===== config.mk =====
export PLATFORM = sky130hd
export DESIGN_NAME = pattern_gen
export DESIGN_NICKNAME = d
export VERILOG_FILES = /design/src/rtl/gate_lab_pkg.sv /design/src/rtl/pattern_gen.sv
export SDC_FILE = /design/constraint.sdc
export NUM_CORES = 1
export LEC_CHECK = 0
export CORE_AREA = 2 2 39 41
export CTS_CLUSTER_DIAMETER = 200
export DETAILED_ROUTE_END_ITERATION = 10
export DIE_AREA = 0 0 41 43
export PLACE_DENSITY = 0.33
export SLEW_MARGIN = 20
export SYNTH_ARGS = -nofsm -noshare
export SYNTH_HDL_FRONTEND = slang
export SYNTH_SLANG_ARGS = --single-unit

===== constraint.sdc =====
create_clock -name clk -period 1.45 [get_ports clk]
set_input_delay 0.2175 -clock clk [delete_from_list [all_inputs] [get_ports clk]]
set_output_delay 0.2175 -clock clk [all_outputs]
set_load 0.01 [all_outputs]

===== src/rtl/gate_lab_pkg.sv =====
// Shared types and helpers for the gate lab sweep checker.
// Latency: n/a (package only).
// Backpressure: n/a (package only).
package gate_lab_pkg;

  localparam int MAX_WIDTH    = 8;
  localparam int MAX_CHANNELS = 16;
  localparam int MAX_SETTLE   = 15;
  localparam int SETTLE_BITS  = 4;

  typedef enum logic [1:0] {
    IDLE,
    APPLY,
    SAMPLE,
    DONE
  } sweepState_t;

  // Reflected binary Gray code; callers zero-extend narrower indices.
  function automatic logic [MAX_WIDTH-1:0] bin2gray(input logic [MAX_WIDTH-1:0] bin);
    return bin ^ (bin >> 1);
  endfunction

endpackage


===== src/rtl/pattern_gen.sv =====
// Pattern index for the sweep: binary or Gray ordering, last-pattern flag.
// Latency: stimulus follows the index register combinationally (0 cycles).
// Backpressure: none; advances only when the controller asks.
//
// Ports:
//   clk, reset      clock, async active-high reset
//   restart         reload index to 0 and latch grayIn
//   grayIn          ordering requested with restart (1 = Gray)
//   advance         step index by one
//   stimulus        current pattern
//   lastPattern     index is at 2^WIDTH-1
module pattern_gen
  import gate_lab_pkg::*;
#(
  parameter int WIDTH = 2
) (
  input  logic             clk,
  input  logic             reset,
  input  logic             restart,
  input  logic             grayIn,
  input  logic             advance,
  output logic [WIDTH-1:0] stimulus,
  output logic             lastPattern
);

  localparam logic [WIDTH:0] LastIdx = (WIDTH+1)'((1 << WIDTH) - 1);
  localparam logic [WIDTH:0] IdxOne  = (WIDTH+1)'(1);

  logic [WIDTH:0] idx;
  logic           grayMode;

  always_ff @(posedge clk or posedge reset) begin
    if (reset) begin
      idx      <= '0;
      grayMode <= 1'b0;
    end else if (restart) begin
      idx      <= '0;
      grayMode <= grayIn;
    end else if (advance) begin
      idx <= idx + IdxOne;
    end
  end

  // Index never exceeds LastIdx, so the low WIDTH bits carry the pattern.
  assign stimulus    = grayMode ? WIDTH'(bin2gray(MAX_WIDTH'(idx[WIDTH-1:0])))
                                : idx[WIDTH-1:0];
  assign lastPattern = (idx == LastIdx);

endmodule


==> results_dict.tcl <==
set metrics [dict create \
    status "finished with violations" \
    violations "negative setup slack" \
    p_sw_share_pct 21.49 \
    dp.cells 42 \
    yosys.area_share.xor_xnor_pct 4.242 \
    place_congestion 0.5753 \
    clock_latency_ps 230 \
    htreeDepth 1 \
    grt_max_degree 5 \
    fmax_ghz 0.6649 \
    power.internal_mw 0.2639 \
    maxCapViolCount 0 \
    critical_path.endpoint_type "output port" \
    synth_nets 25 \
    multi_input_area_um2 95.09 \
    relSlewSlack_pct 87.57 \
    grt_pass1_wl_um 614 \
    drtIter0Drc 5 \
    synth-compound-area-share_pct 2.424 \
    drtPass1Iterations 2 \
    area_growth_pct 63.03 \
    syn_area_um2 206.4 \
    grt_pass1_vias 155 \
    cp-start-kind "flop" \
    totalPowerFinal_mw 0.3362 \
    pwr-share-comb_pct 23.2 \
    whs_ps 172.1 \
    num-nets-final 39 \
    p_sw_mw 0.07224 \
    syn_inst 18 \
    tightest_slew_ps 185.8 \
    setup_slack_ps -53.90 \
    crit_slowest_cell "dfrtp_1" \
    path_max_fanout 2 \
    avgSynthCellArea_um2 11.47 \
    timing.final.crit_share_pct 103.7 \
    max_stage_delay_ps 370 \
    critPathBufInv 1 \
    yosysSeqAreaShare_pct 48.48 \
    fin_util_pct 24.32 \
    drt.antenna.violating_nets 0 \
    reg2reg_slack_ps 290 \
    grt.overflow.total 0 \
    port_buffers 7 \
    p_leak_nw 0.1774 \
    diodes 0 \
    period_needed_ps 1504 \
    drc 0 \
    start_util_pct 14.92 \
    dieWidth_um 41 \
    die-area_um2 1763 \
    root_buffer "clkbuf_4" \
    globalRouteTotalUtil_pct 6.162 \
    power_density_nw_per_um2 998.9 \
    die_h_um 43 \
    antenna_found_initial 0 \
    clockBufferDepth 2 \
    rows 14 \
    clkTransAtPathRegs_ps 30 \
    worstSetupPathType "flop to output port" \
    fin_worst_skew_ps 0.4978 \
    crit_chain "ha_1 > mux2_4 > buf_6" \
    slew_viol_final 0 \
    synth_cell_type_count 10 \
    rsz0062_at_grt "yes" \
    hold_viol_final 0 \
    dr_total_vias 166 \
    synthMuxAreaShare_pct 15.76 \
    yosys.area_share.simple_pct 9.697 \
    tns_ps -53.90 \
    drive_gt1_share_pct 30.00 \
    hold_buffers 0 \
    core_um2 1384 \
    cp_data_required_time_ps 1230 \
    crit_arrival_ps 1290 \
    viasPerCell 3.609 \
    yosysWarnings 0 \
    regArea_um2 100.1 \
    layout_common_cells "dfrtp_1 (4), clkdlybuf4s50_1 (4), clkbuf_4 (3), buf_4 (3)" \
    sequentialPowerShare_pct 37.5 \
    ioPinCount 8 \
    setup_viol 1 \
    drt-total-wl_um 356 \
    stdcell_count 46 \
    cts_inserted_buffers 3 \
    synth_top_family_by_area "multiplexers" \
    wire_per_inst_um 7.739 \
    irDropWorstVdd_mv 0.3236 \
    clkPwrFrac_pct 39.3 \
    synth_fa_ha_area_share_pct 12.12 \
    crit_family "flip-flops" \
    cts_sinks 4 \
    ys_ff_latch 4 \
    cts_tree "built" \
    hold_class "primary input to asynchronous set/reset pin" \
    fillers 151 \
]
-- final timing paths --
kind                               start     endpoint  cells after the start
worst min register to register  grayMode     grayMode                      1
worst min-delay path               reset       idx[2]                      2
max in group asynchronous          reset     grayMode                      2
worst max register to register    idx[1]       idx[2]                      4
worst max-delay path              idx[1]  stimulus[0]                      3
min in group clk                grayMode     grayMode                      1
-- repair_timing --
item,4_1_cts,5_1_grt
buffers inserted,1,0
resized for setup,8,2
pin swaps,1,1
endpoints found under the setup margin,2,3
-- per-stage QoR --
step / setup slack [ps] / instance area (µm²)
floorplan: 231.3 / 206.4
global placement: -202.5 / 304.0
detailed placement: -203.9 / 304.0
CTS: -67.91 / 339.1
global route: -110.2 / 336.6
finish: -53.90 / 336.6
-- area by class of cell --
type / instances / share of cell area (%)
multi-input cells: 11 / 28.25
flip-flops and latches: 4 / 29.74
repair buffers: 10 / 27.14
clock buffers: 3 / 6.691
inverters: 2 / 2.230
well taps: 16 / 5.948
-- routing by layer --
layer  wire length [µm]  share of wire (%)  global-route usage, %
met4                  8                2.2                  8.000
met1                147                 41                  6.230
met5                  0                  0                      0
met3                 43                 12                  4.712
met2                155                 44                  6.563
-- sequential cells by signal (all words and copies together) (netlist names) --
signal and flops:
grayMode 1, idx 3
-- kinds of logic (layout without fill, tap and decap cells) --
family                   count (synthesis)  count (layout)
flip-flops                               4               4
AND/OR/NAND/NOR                          4               4
multiplexers                             3               3
buffers and inverters                    3              15
adder cells (fa/ha/maj)                  2               2
AO/OA/AOI/OAI                            1               1
XOR/XNOR                                 1               1
-- cells in the mapped netlist --
master / instances / area [µm²]
dfrtp_1: 4 / 100.1
ha_1: 2 / 25.02
inv_1: 2 / 7.510
mux2_1: 2 / 22.52
nand2b_1: 2 / 12.51
nor2_1: 2 / 7.510
a21oi_1: 1 / 5.000
buf_4: 1 / 7.510
mux2i_1: 1 / 10.01
xnor2_1: 1 / 8.760
-- power by group through the flow --
stage | clock [mW] | combinational (mW) | sequential [mW]
5_1_grt | 0.151 | 0.0870 | 0.126
2_1_floorplan | 0 | 0.0315 | 0.127
3_5_place_dp | 0 | 0.0705 | 0.127
3_3_place_gp | 0 | 0.0705 | 0.127
6_report | 0.132 | 0.0781 | 0.126
4_1_cts | 0.140 | 0.0813 | 0.126
Note: power is estimated with default switching activity, not from simulation.
==> variant 1 (same flow settings) <==
Reset style: synchronous (`reset`), changed in one clocked block. Comments in the files are not updated.
--- a/src/rtl/pattern_gen.sv
+++ b/src/rtl/pattern_gen.sv
@@ -31,3 +31,3 @@
 
-  always_ff @(posedge clk or posedge reset) begin
+  always_ff @(posedge clk) begin
     if (reset) begin
Check against the original RTL: differs if reset is asserted again (counterexample within 4 cycles, from zero or initial values and one cycle with reset high); with reset held inactive, the same outputs for 10 cycles.
==> variant 1 against the unedited design <==
Sequential cell count stayed put. Sequential share of layout area is 3.4 points lower. Design area shrank 8.2%. Largest cell class is now multi-input combinational cells. Fmax grew 3.2%. Largest power group unchanged. The run still ends with negative setup slack left. Routed wire length increased by 10%. Area after synthesis is 11% lower. Total power decreased by 13%. Setup slack gained 0.047 ns. Count of clock-buffer cells in the layout did not move. Sequential power decreased by 6%.
==> variant 1: results (changes against the unedited design) <==
- The placement-stage worst setup slack is -0.114 ns (+0.0898 ns).
- The sequential cell area share came to 0.263 (-0.0342).
- In the post-synthesis netlist, the biggest area contributors are sky130_fd_sc_hd__dfxtp_1 (44%), sky130_fd_sc_hd__ha_1 (14%), sky130_fd_sc_hd__mux2i_1 (11%).
- The switching share of power was 0.199 (-0.0155).
- The number of fill cells in the layout is 157 (+4.0%).
- The first-pass GRT wire length is 669 um (+9.0%).
- The layout buffer count excluding clock buffers was 9 (-1).
- The post-layout net count was 37 (-5.1%).
- The routed length on met2 is 204 um (+32%).
- The sequential cell area fraction in the yosys report is 0.435 (-0.0495).
- The count of TritonRoute iterations in the first routing pass is 3 (+1).
- The fraction of met1 tracks used by global routing is 0.0541 (-0.00815).
- The critical path's largest stage delay is 0.31 ns (-0.06 ns).
- The checks that failed: negative setup slack.
- The global-route met2 utilization is 0.0844 (+0.0188).
- The type of the tightest min-delay check is reg -> reg.
- The ratio of cells with drive above 1 in the final layout came to 0.286 (-0.0143).
- The final worst slack is -0.00731 ns (+0.0466 ns).
- The sum of routed wire segments on met1 is 148 um (+0.68%).
- The area fraction of clock buffers and clock inverters is 0.0729 (+0.00596).
- The non-clock buffer contribution to total cell area is 0.275 (+0.00393).
- The actual slew at the worst max-slew pin is 0.279 ns (+0.0933 ns).
- The post-synthesis net count is 24 (-4.0%).
- The final routed wirelength across all metal layers came to 392 um (+10%).
- The instance area after placement was 282 um^2 (-7.4%).
- The run finished, with violations left.
- The setup-violating endpoint count in the final report was 1 (unchanged).
- The biggest slice of the area belongs to multi-input combinational cells.
- The maximum VDD drop is 416 uV (+29%).
- The final non-filler cell area was 309 um^2 (-8.2%).
- The worst clock skew is 0.0000250 ns (-0.000473 ns).
- The total routing resource utilization after global routing is 0.0631 (+0.00145).
- Signal routing reaches up to met3.
- The slowest stage of the critical path belongs to the cell sky130_fd_sc_hd__dfxtp_2.
- The fraction of met3 tracks used by global routing is 0.0209 (-0.0262).
- The async set or reset register ratio after synthesis is 0 (-1.00).
- The inverter count of the layout excluding clock inverters is 1 (-1).
- The via count of the first global-routing pass is 179 (+15%).
==> variant 1: changes by cell type in the layout (fill, tap and decap cells not counted), sizes merged, moves of 2 or more <==
cell	unedited run	this run
nor3	0	2
dfxtp	0	4
dfrtp	4	0
nand2b	2	0
==> variant 1: kinds of logic (layout without fill, tap and decap cells) <==
| family | Yosys count | in the layout | synth area share |
|---|---|---|---|
| buffers and inverters | 2 | 13 | 0.0612 |
| XOR/XNOR | 1 | 1 | 0.0476 |
| AND/OR/NAND/NOR | 4 | 4 | 0.0953 |
| multiplexers | 3 | 3 | 0.170 |
| AO/OA/AOI/OAI | 1 | 1 | 0.0544 |
| flip-flops | 4 | 4 | 0.435 |
| adder cells (fa/ha/maj) | 2 | 2 | 0.136 |
==> variant 1: final timing paths <==
kind	depth (start not counted)	from	end	slack (ns)
worst min register to register	2	idx[2]	idx[2]	0.49
worst max-delay path	3	idx[0]	stimulus[0]	-0.007
worst min-delay path	2	idx[2]	idx[2]	0.49
worst max register to register	3	idx[0]	idx[2]	0.22
==> variant 1: repair_timing <==
action / in CTS / in global routing
pin swaps: 0 / 1
hold buffers: 0 / 0
hold endpoints to repair: 0 / 0
endpoints found under the setup margin: 2 / 1
resized for setup: 4 / 4
==> variant 1: power groups by stage <==
stage                     Combinational (W)  Sequential, W  Clock, W
after global placement            0.0000384       0.000119         0
after global routing              0.0000454       0.000119  0.000142
after CTS                         0.0000386       0.000118  0.000142
after detailed placement          0.0000390       0.000120         0
after floorplan                   0.0000147       0.000119         0
final                             0.0000406       0.000119  0.000133
==> variant 1: per-stage QoR <==
step	setup TNS [ns]	total power [W]	cells
global route	-0.0462	0.000306	44
floorplan	0	0.000134	17
finish	-0.00731	0.000292	44
CTS	-0.121	0.000299	44
global placement	-0.0915	0.000158	41
detailed placement	-0.114	0.000159	41
==> variant 2 (same flow settings) <==
Made on the original files. Add an input register stage for `restart`, `grayIn` and `advance`, with the module's reset; this delays them by one clock.
--- a/src/rtl/pattern_gen.sv
+++ b/src/rtl/pattern_gen.sv
@@ -28,2 +28,18 @@
 
+  logic restart_q;
+  logic grayIn_q;
+  logic advance_q;
+
+  always_ff @(posedge clk or posedge reset) begin
+    if (reset) begin
+      restart_q <= '0;
+      grayIn_q  <= '0;
+      advance_q <= '0;
+    end else begin
+      restart_q <= restart;
+      grayIn_q  <= grayIn;
+      advance_q <= advance;
+    end
+  end
+
   logic [WIDTH:0] idx;
@@ -35,6 +51,6 @@
       grayMode <= 1'b0;
-    end else if (restart) begin
+    end else if (restart_q) begin
       idx      <= '0;
-      grayMode <= grayIn;
-    end else if (advance) begin
+      grayMode <= grayIn_q;
+    end else if (advance_q) begin
       idx <= idx + IdxOne;
Formal check against the unedited RTL: not equivalent (Yosys sat finds a counterexample within 4 cycles, from zero or initial values and one cycle with reset high).
==> variant 2 against the unedited design <==
The flow still finishes with violations (negative setup slack). Sequential power is 76% higher. Cell count is 4.3% higher. Fmax is 0.74% higher. Synthesized cell count is 11% higher. Count of clock-buffer cells in the layout is 1 higher. Combinational power is 0.8% lower. Total power is 41% higher. Setup slack better by 0.011 ns. Routed wire length is 24% higher. Design area is 22% higher. Area after synthesis is 33% higher. Die area stayed put. Sequential cell count is 3 higher. Sequential share of layout area is 13 points higher.
==> variant 2: results (changes against the unedited design) <==
- The flow ran to the end, but the final reports show violations.
- The final reports fail on negative setup slack.
- The via count of the first global-routing pass was 190 (+23%).
- The setup slack of the most critical reg-to-reg path is 0.31 ns (+0.02 ns).
- The post-layout net count was 40 (+2.6%).
- The H-tree level count is 1 (unchanged).
- The setup-violating endpoint count in the final report is 1 (unchanged).
- The number of clock buffers inserted by TritonCTS is 3 (unchanged).
- The largest net degree at the start of global routing came to 8 (+3).
- The violation count after the first detailed-routing iteration is 2 (-3).
- The instance area after placement is 373 um^2 (+23%).
- In the post-synthesis netlist, the biggest area contributors are sky130_fd_sc_hd__dfrtp_1 (64%), sky130_fd_sc_hd__ha_1 (9.1%), sky130_fd_sc_hd__mux2_2 (8.2%).
- The root buffer selected by CTS is sky130_fd_sc_hd__clkbuf_4.
- The cell depth of the worst flop-to-flop path was 3 (-1).
- The number of fill cells in the layout is 149 (-1.3%).
- The worst clock skew is 0.000994 ns (+0.000496 ns).
- The total routing resource utilization after global routing is 0.0779 (+0.0163).
- The count of TritonRoute iterations in the first routing pass is 4 (+2).
- The actual slew at the worst max-slew pin is 0.274 ns (+0.0881 ns).
- The count of buffers added by post-CTS timing repair for setup was 0 (-1).
- The final worst slack was -0.0429 ns (+0.0110 ns).
- The critical path's largest stage delay is 0.40 ns (+0.03 ns).
- The worst-case hold slack was 0.205 ns (+0.0325 ns).
- The sequential cell area fraction in the yosys report is 0.636 (+0.152).
- The first-pass GRT wire length was 814 um (+33%).
- The post-detailed-route via-to-cell ratio is 3.77 (+4.5%).
- The cell leakage power is 0.195 nW (+10%).
- The worst-skew pair later-pin latency came to 0.25 ns (+0.02 ns).
- The post-synthesis net count is 27 (+8.0%).
- The buffer depth of the longest clock path is 2 (unchanged).
- The per-cell routed wire length is 9.17 um (+18%).
- The quantity of I/O buffers inserted on ports is 7 (unchanged).
- Data on the critical path arrives at its endpoint at 1.28 ns.
- By count the netlist is led by sky130_fd_sc_hd__dfrtp_1 (7), sky130_fd_sc_hd__nor2_1 (3), sky130_fd_sc_hd__ha_1 (2), sky130_fd_sc_hd__inv_1 (2), sky130_fd_sc_hd__mux2_2 (2).
- The placement-stage worst setup slack is -0.189 ns (+0.0146 ns).
- The clock input transition at the sequential cells of the worst setup and hold paths was 0.05 ns (+0.02 ns).
- The post-synthesis cell type count came to 9 (-1).
- The ratio of cells with drive above 1 in the final layout came to 0.313 (+0.0125).
- The final weighted congestion in routability-driven placement came to 0.598 (+4.0%).
- The maximum VDD drop was 370 uV (+14%).
[variant 2: cell count changes after synthesis, sizes merged]
cell / before / now
nor2: 2 / 3
dfrtp: 4 / 7
a21oi: 1 / 0
a211oi: 0 / 1
nand2b: 2 / 0
[variant 2: repair_timing]
item	CTS	global route
gates resized for setup	9	2
pin swaps	1	0
setup endpoints to repair	3	2
endpoints found under the hold margin	0	0
[variant 2: layer usage]
layer  vias to the layer above  GRT usage  routed length, um
met5                         -          0                  0
met4                         0     0.0800                  7
met3                         2     0.0471                 33
met2                         7     0.0906                193
met1                        80     0.0891                205
li1                         92          -                  -
[variant 2: stage by stage]
stage | power [W] | std cells | TNS, ns
after global routing | 0.000515 | 48 | -0.0949
final | 0.000476 | 48 | -0.0429
after CTS | 0.000479 | 48 | -0.106
after floorplan | 0.000257 | 20 | 0
after global placement | 0.000294 | 44 | -0.168
after detailed placement | 0.000295 | 44 | -0.189
[variant 2: where the power goes]
group          internal (W)  switching, W
logic             0.0000509     0.0000266
registers          0.000210     0.0000122
clock network      0.000105     0.0000712
[variant 2: cell type report]
cell class,instances,area (um^2),share of cell area
clock buffer,4,26.3,0.0640
inverter,2,7.51,0.0183
multi-input combinational,10,101,0.247
sequential,7,175,0.427
tap,16,20.0,0.0488
timing repair buffer,9,80.1,0.195
[variant 2: cell families (layout without fill, tap and decap cells)]
kind of cell / count (synthesis) / after routing / share of synthesized area
AO/OA/AOI/OAI: 1 / 1 / 0.0273
XOR/XNOR: 1 / 1 / 0.0318
adder cells (fa/ha/maj): 2 / 2 / 0.0909
buffers and inverters: 3 / 15 / 0.0546
flip-flops: 7 / 7 / 0.636
multiplexers: 3 / 3 / 0.118
AND/OR/NAND/NOR: 3 / 3 / 0.0409
[variant 2: how the worst max path moves through the flow]
stage	start	to	slack (ns)	cells after the start
after floorplan	idx[1]	stimulus[0]	0.28	2
after global placement	idx[1]	stimulus[0]	-0.17	3
after detailed placement	idx[1]	stimulus[0]	-0.19	3
after CTS	idx[0]	stimulus[0]	-0.11	3
after global routing	idx[0]	stimulus[0]	-0.09	3
final	idx[0]	stimulus[0]	-0.04	3
